===== src/rtl/line_clear_engine_pkg.sv =====
// Shared definitions for the line clear engine.
//   ROWS, COLS, FIELD_W : playfield geometry; row r lives at bits [r*COLS +: COLS], row 0 on top
//   PTR_W, CNT_W        : widths of the row pointer and of the cleared-line count
//   state_e             : controller states
//   points()            : score awarded for k rows cleared in one pass
//   row()               : extracts one row from a packed field
package line_clear_engine_pkg;

   localparam int unsigned ROWS    = 20;
   localparam int unsigned COLS    = 20;
   localparam int unsigned FIELD_W = ROWS * COLS;
   localparam int unsigned PTR_W   = 5;
   localparam int unsigned CNT_W   = 5;

   localparam logic [3:0] POINTS_0   = 4'd0;
   localparam logic [3:0] POINTS_1   = 4'd1;
   localparam logic [3:0] POINTS_2   = 4'd3;
   localparam logic [3:0] POINTS_3   = 4'd5;
   localparam logic [3:0] POINTS_MAX = 4'd8;

   typedef enum logic [1:0] {
      IDLE,
      SCAN,
      DONE
   } state_e;

   function automatic logic [3:0] points(input logic [CNT_W-1:0] k);
      case (k)
         5'd0:    points = POINTS_0;
         5'd1:    points = POINTS_1;
         5'd2:    points = POINTS_2;
         5'd3:    points = POINTS_3;
         default: points = POINTS_MAX;
      endcase
   endfunction

   function automatic logic [COLS-1:0] row(input logic [FIELD_W-1:0] field,
                                           input logic [PTR_W-1:0]   r);
      row = field[r*COLS +: COLS];
   endfunction

endpackage


===== src/rtl/field_row_shifter.sv =====
// Combinational row test and shift network.
//   field    : working field
//   ptr      : row under test
//   row_full : row[ptr] is all ones
//   shifted  : field with rows 0..ptr-1 moved down one and row 0 cleared (row[ptr] discarded)
module field_row_shifter
   import line_clear_engine_pkg::*;
(
   input  logic [FIELD_W-1:0] field,
   input  logic [PTR_W-1:0]   ptr,
   output logic               row_full,
   output logic [FIELD_W-1:0] shifted
);

   always_comb begin
      row_full = &row(field, ptr);
      shifted  = field;
      // With ptr=0 this simply clears row 0 in place.
      shifted[0 +: COLS] = '0;
      for (int r = 1; r < ROWS; r++) begin
         if (PTR_W'(r) <= ptr) begin
            shifted[r*COLS +: COLS] = row(field, PTR_W'(r - 1));
         end
      end
   end

endmodule


===== src/rtl/line_clear_engine.sv =====
// Removes full rows from a captured playfield, compacts it, and accumulates a saturating score.
//   clk, reset    : clock; asynchronous active-high reset
//   start         : request a pass, accepted only in IDLE
//   field_in      : field from the background stage, captured on accept
//   busy, done    : busy from accept through the DONE cycle; done is a one-cycle pulse
//   field_out     : compacted field, held until the next done
//   lines_cleared : rows removed in the last pass
//   score         : running saturating score
module line_clear_engine
   import line_clear_engine_pkg::*;
#(
   parameter int unsigned SCORE_W = 16
) (
   input  logic               clk,
   input  logic               reset,
   input  logic               start,
   input  logic [FIELD_W-1:0] field_in,
   output logic               busy,
   output logic               done,
   output logic [FIELD_W-1:0] field_out,
   output logic [CNT_W-1:0]   lines_cleared,
   output logic [SCORE_W-1:0] score
);

   state_e               state_q, state_d;
   logic [FIELD_W-1:0]   work_q, work_d;
   logic [PTR_W-1:0]     ptr_q, ptr_d;
   logic [CNT_W-1:0]     k_q, k_d;
   logic [FIELD_W-1:0]   field_out_q, field_out_d;
   logic [CNT_W-1:0]     lines_q, lines_d;
   logic [SCORE_W-1:0]   score_q, score_d;

   logic                 row_full;
   logic [FIELD_W-1:0]   shifted;
   logic [SCORE_W:0]     score_sum;

   field_row_shifter u_shifter (
      .field    (work_q),
      .ptr      (ptr_q),
      .row_full (row_full),
      .shifted  (shifted)
   );

   always_comb begin
      state_d     = state_q;
      work_d      = work_q;
      ptr_d       = ptr_q;
      k_d         = k_q;
      field_out_d = field_out_q;
      lines_d     = lines_q;
      score_d     = score_q;
      // One extra bit catches the carry that triggers saturation.
      score_sum   = {1'b0, score_q} + {{(SCORE_W - 3){1'b0}}, points(k_q)};

      case (state_q)
         IDLE: begin
            if (start) begin
               state_d = SCAN;
               work_d  = field_in;
               ptr_d   = PTR_W'(ROWS - 1);
               k_d     = '0;
            end
         end
         SCAN: begin
            if (row_full) begin
               // ptr holds so the row shifted into place is tested next.
               work_d = shifted;
               k_d    = k_q + 1'b1;
            end else if (ptr_q != '0) begin
               ptr_d = ptr_q - 1'b1;
            end else begin
               state_d     = DONE;
               field_out_d = work_q;
               lines_d     = k_q;
               score_d     = score_sum[SCORE_W] ? '1 : score_sum[SCORE_W-1:0];
            end
         end
         DONE: begin
            state_d = IDLE;
         end
         default: begin
            state_d = IDLE;
         end
      endcase
   end

   always_ff @(posedge clk or posedge reset) begin
      if (reset) begin
         state_q     <= IDLE;
         work_q      <= '0;
         ptr_q       <= '0;
         k_q         <= '0;
         field_out_q <= '0;
         lines_q     <= '0;
         score_q     <= '0;
      end else begin
         state_q     <= state_d;
         work_q      <= work_d;
         ptr_q       <= ptr_d;
         k_q         <= k_d;
         field_out_q <= field_out_d;
         lines_q     <= lines_d;
         score_q     <= score_d;
      end
   end

   assign busy          = (state_q != IDLE);
   assign done          = (state_q == DONE);
   assign field_out     = field_out_q;
   assign lines_cleared = lines_q;
   assign score         = score_q;

endmodule


===== config.mk =====
export PLATFORM = sky130hd
export DESIGN_NAME = line_clear_engine
export DESIGN_NICKNAME = d
export VERILOG_FILES = /design/src/rtl/line_clear_engine_pkg.sv /design/src/rtl/field_row_shifter.sv /design/src/rtl/line_clear_engine.sv
export SDC_FILE = /design/constraint.sdc
export NUM_CORES = 2
export LEC_CHECK = 0
export ABC_AREA = 1
export BUFFER_PORTS_ARGS = -buffer_cell sky130_fd_sc_hd__buf_2
export CAP_MARGIN = 20
export CORE_MARGIN = 4
export CORE_UTILIZATION = 30
export DETAILED_ROUTE_END_ITERATION = 10
export GPL_ROUTABILITY_DRIVEN = 0
export MAX_ROUTING_LAYER = met4
export PLACE_DENSITY = 0.56
export SYNTH_ARGS = -nofsm -noshare
export SYNTH_HDL_FRONTEND = slang
export SYNTH_SLANG_ARGS = --single-unit

===== constraint.sdc =====
create_clock -name clk -period 41.6 [get_ports clk]
set_input_delay 8.32 -clock clk [delete_from_list [all_inputs] [get_ports clk]]
set_output_delay 8.32 -clock clk [all_outputs]
set_load 0.005 [all_outputs]

==> metrics.md <==
| Metric | Value |
|---|---|
| Depth of the CTS H-tree | 3 |
| Number of pins exceeding their max-slew limit in the final report | 0 |
| Synthesized flop and latch total | 833 |
| Final setup violation count | 0 |
| Hold Path Cell Cnt | 2 |
| Most frequent standard cell in the layout excluding fill and tap cells | nand2_1 |
| Placement Rows | 134 |
| CP max-delay cell | buf_4 |
| R2r startpoint | ptr_q[0]$_DFFE_PP0P_ |
| Later-pin clock latency in the skew report | 0.73 ns |
| Post-CTS Setup Bufs | 0 |
| Count of yosys warnings during synthesis | 0 |
| Min Hold Slack | 0.4649 ns |
| Hold Fails Final Rpt | 0 |
| Maximum buffer depth of the clock tree | 3 |
| Cell variety after synth | 33 |
| Number of buffers added on ports | around 830 |
| Half-perimeter wire length after detailed placement | 149400 um |
| Total power draw | 0.004336 W |
| Global route hottest layer | met2 |
| Quantity of gates resized following cts | 0 |
| First-pass GRT wire length | ~280000 um |
| Reported max-cap violation count | 0 |
| Cell with the most instances on the worst path | nand2_1 |
| Vias per cell | 5.080 |
| Met1 Resource Use GR | 33.57% |
| Post-Route Setup TNS | 0 ns |
| Core region area | 134100 um2 |
| Proportion of register bits with asynchronous set or reset after synthesis | 100.0% |
| Measured slew at the worst slew-check pin | 1.136 ns |
| Total detailed-routing wirelength | roughly 200000 um |
| Global-route usage over all layers | 27.72% |
| Vias in the first global route | 38490 |
| Initial Utilization | 30.34% |
| Portion of the post-synthesis area used by sequential elements | 51.22% |
| Setup Slack @ Placement | about 30 ns |
| Setup repair after global routing missed its margin | false |
| Number of instances in the synthesized netlist | 5391 |
| Critical path start-end classification | input port to flip-flop |
| Run status | completed |
| R2R Setup Slk | 34.05 ns |
| Largest fanout on the critical path | 139 |
| Post-DRT Antenna Nets | 0 |
| Vert. Die Dim | 376.3 um |
| Avg Synthesized Cell Area | 7.549 um2 |
| Growth of design area from synthesis to finish | 21.53% |
| Global route total overflow | 0 |
| Tightest Hold Check Type | flip-flop to flip-flop |
| Layout cell share with drive strength beyond 1 | 17.59% |
| Root buffer cell | clkbuf_16 |
| DRC violation total after the first TritonRoute iteration | 4469 |
| Most used flip-flop cell after synthesis | dfrtp_1 |
| Leading cell types in the layout, fill and taps excluded | 2071 x nand2_1, 832 x dfrtp_1, 825 x buf_2 |
| Clock slew seen by the registers of the worst setup and hold paths | roughly 0.05 ns |
| WP data arrival | between 10 and 15 ns |
| Total number of vias | 40000 |
| Num Clock Sinks | approximately 830 |
| CP cell instances | buf_2 > nand2_1 > nand2_8 > buf_12 > buf_4 > nand2_1 > nand2_1 > nand2_1 |
| Setup Skew | about 0.041 ns |
| Power density cells | 87.66 nW/um2 |
| Post-DR wirelength/cell | 25.08 um |
| Antenna violations before repair | 62 |
| Clock tree from TritonCTS | done |
| Horizontal extent of the die | 376.3 um |
| NumNets Final | around 6400 |
| Number of CTS-inserted buffers | 100 |
| Pin count of the biggest net entering global routing | between 200 and 250 |
| CP peak stage delay | 0.88 ns |
| Maximum frequency from static timing analysis | just under 0.09 GHz |
| Start point of the worst hold path | work_q[49]$_DFFE_PP0P_ |
| VDD IR-drop max | 64.04 uV |
| LEAKAGE | 25.92 nW |
| Endpoint of the worst hold path | work_q[49]$_DFFE_PP0P_ |
| Required time at the worst-slack endpoint | 42.17 ns |
| Die area | 141600 um2 |
| FF-to-FF End | work_q[140]$_DFFE_PP0P_ |
| Met2 global-route usage | 44.85% |
| Relative slew slack | about a quarter |
| Mapped Area | 40700 um2 |
| Worst Reg2Reg Path Length in Cells | 15 |
| Number of detailed-route iterations in the first pass | 6 |
| Number of placed I/O pins | 826 |
| DRC violations left | 0 |
| Critical path endpoint category | flip-flop |
| Kind of start point of the critical path | input port |
| Final worst path period need | 11.41 ns |
| Number of nets in the synthesized netlist | 5808 |
| Hold bufs inserted after CTS | 0 |
| Fraction of the cycle the final worst path needs | 27.42% |
| Worst setup margin | 30.19 ns |
| Number of flops mapped to enable cells by yosys | 0 |
| Met3 usage in global routing | 6.198% |
[worst max-delay path by stage]
stage           from                          to  cells after the start
2_1_floorplan  reset    field_out[0]$_DFFE_PP0P_                      1
5_1_grt        start     work_q[148]$_DFFE_PP0P_                      8
3_3_place_gp   reset  field_out[103]$_DFFE_PP0P_                      5
3_5_place_dp   start     work_q[158]$_DFFE_PP0P_                      8
6_report       start     work_q[140]$_DFFE_PP0P_                      8
4_1_cts        start     work_q[158]$_DFFE_PP0P_                      8
[layer usage]
metal	wire (um)	part of all wire [%]
met5	0	0
met3	16530	8.4
met2	94130	48
met4	9464	4.8
met1	77340	39
[where the power goes]
part           switching [W]  total (W)  internal [W]
combinational        0.00144    0.00199      0.000546
clock               0.000377   0.000939      0.000562
sequential          0.000256    0.00141       0.00115
[through the flow]
| stage | utilization [%] | instance area [um2] | std cells |
|---|---|---|---|
| 2_1_floorplan | - | 40700 | 5391 |
| 3_3_place_gp | 34.12 | 45760 | 7641 |
| 5_1_grt | 36.85 | 49430 | 7861 |
| 3_5_place_dp | 34.12 | 45760 | 7641 |
| 6_report | 36.88 | 49460 | 7874 |
| 4_1_cts | 36.72 | 49250 | 7821 |
[cell type report]
type / count / area, um2
well taps: 1768 / 2212
multi-input cells: 3746 / 16550
inverters: 423 / 1608
diodes: 50 / 125.1
clock buffers: 136 / 2859
clock inverters: 44 / 630.6
fillers: 14440 / 84670
flip-flops and latches: 833 / 20850
repair buffers: 874 / 4632
[critical path, delay by kind of cell]
kind	cells	cell delay [ns]
AND/OR/NAND/NOR	5	1.72
buffers and inverters	3	1.75
[cell families (layout without fill, tap and decap cells)]
kind of cell / Yosys count / in the layout / synth area share (%)
other: 0 / 50 / 0
adder cells (fa/ha/maj): 14 / 14 / 0.4489
XOR/XNOR: 12 / 12 / 0.2582
AO/OA/AOI/OAI: 938 / 938 / 11.87
flip-flops: 833 / 833 / 51.22
AND/OR/NAND/NOR: 2782 / 2782 / 27.96
buffers and inverters: 812 / 1477 / 8.242
[sequential cells by signal, indices dropped and copies added (netlist names)]
register       cells
field_out        400
work_q           400
score             16
k_q                5
lines_cleared      5
ptr_q              5
state_q            2
[cell usage after synthesis (11+ instances only)]
master | count | area (um2)
inv_1 | 418 | 1569
nand3_1 | 522 | 2613
nor3_1 | 11 | 55.05
dfrtp_1 | 833 | 20840
buf_2 | 143 | 715.7
clkbuf_1 | 221 | 829.6
buf_6 | 12 | 135.1
nand4_1 | 92 | 575.6
o211ai_1 | 40 | 300.3
o21ai_1 | 297 | 1486
ha_1 | 13 | 162.7
nor2_1 | 73 | 274.0
nand2_1 | 2073 | 7781
o21ai_0 | 574 | 2873
Power figures use the tool's default switching activity.
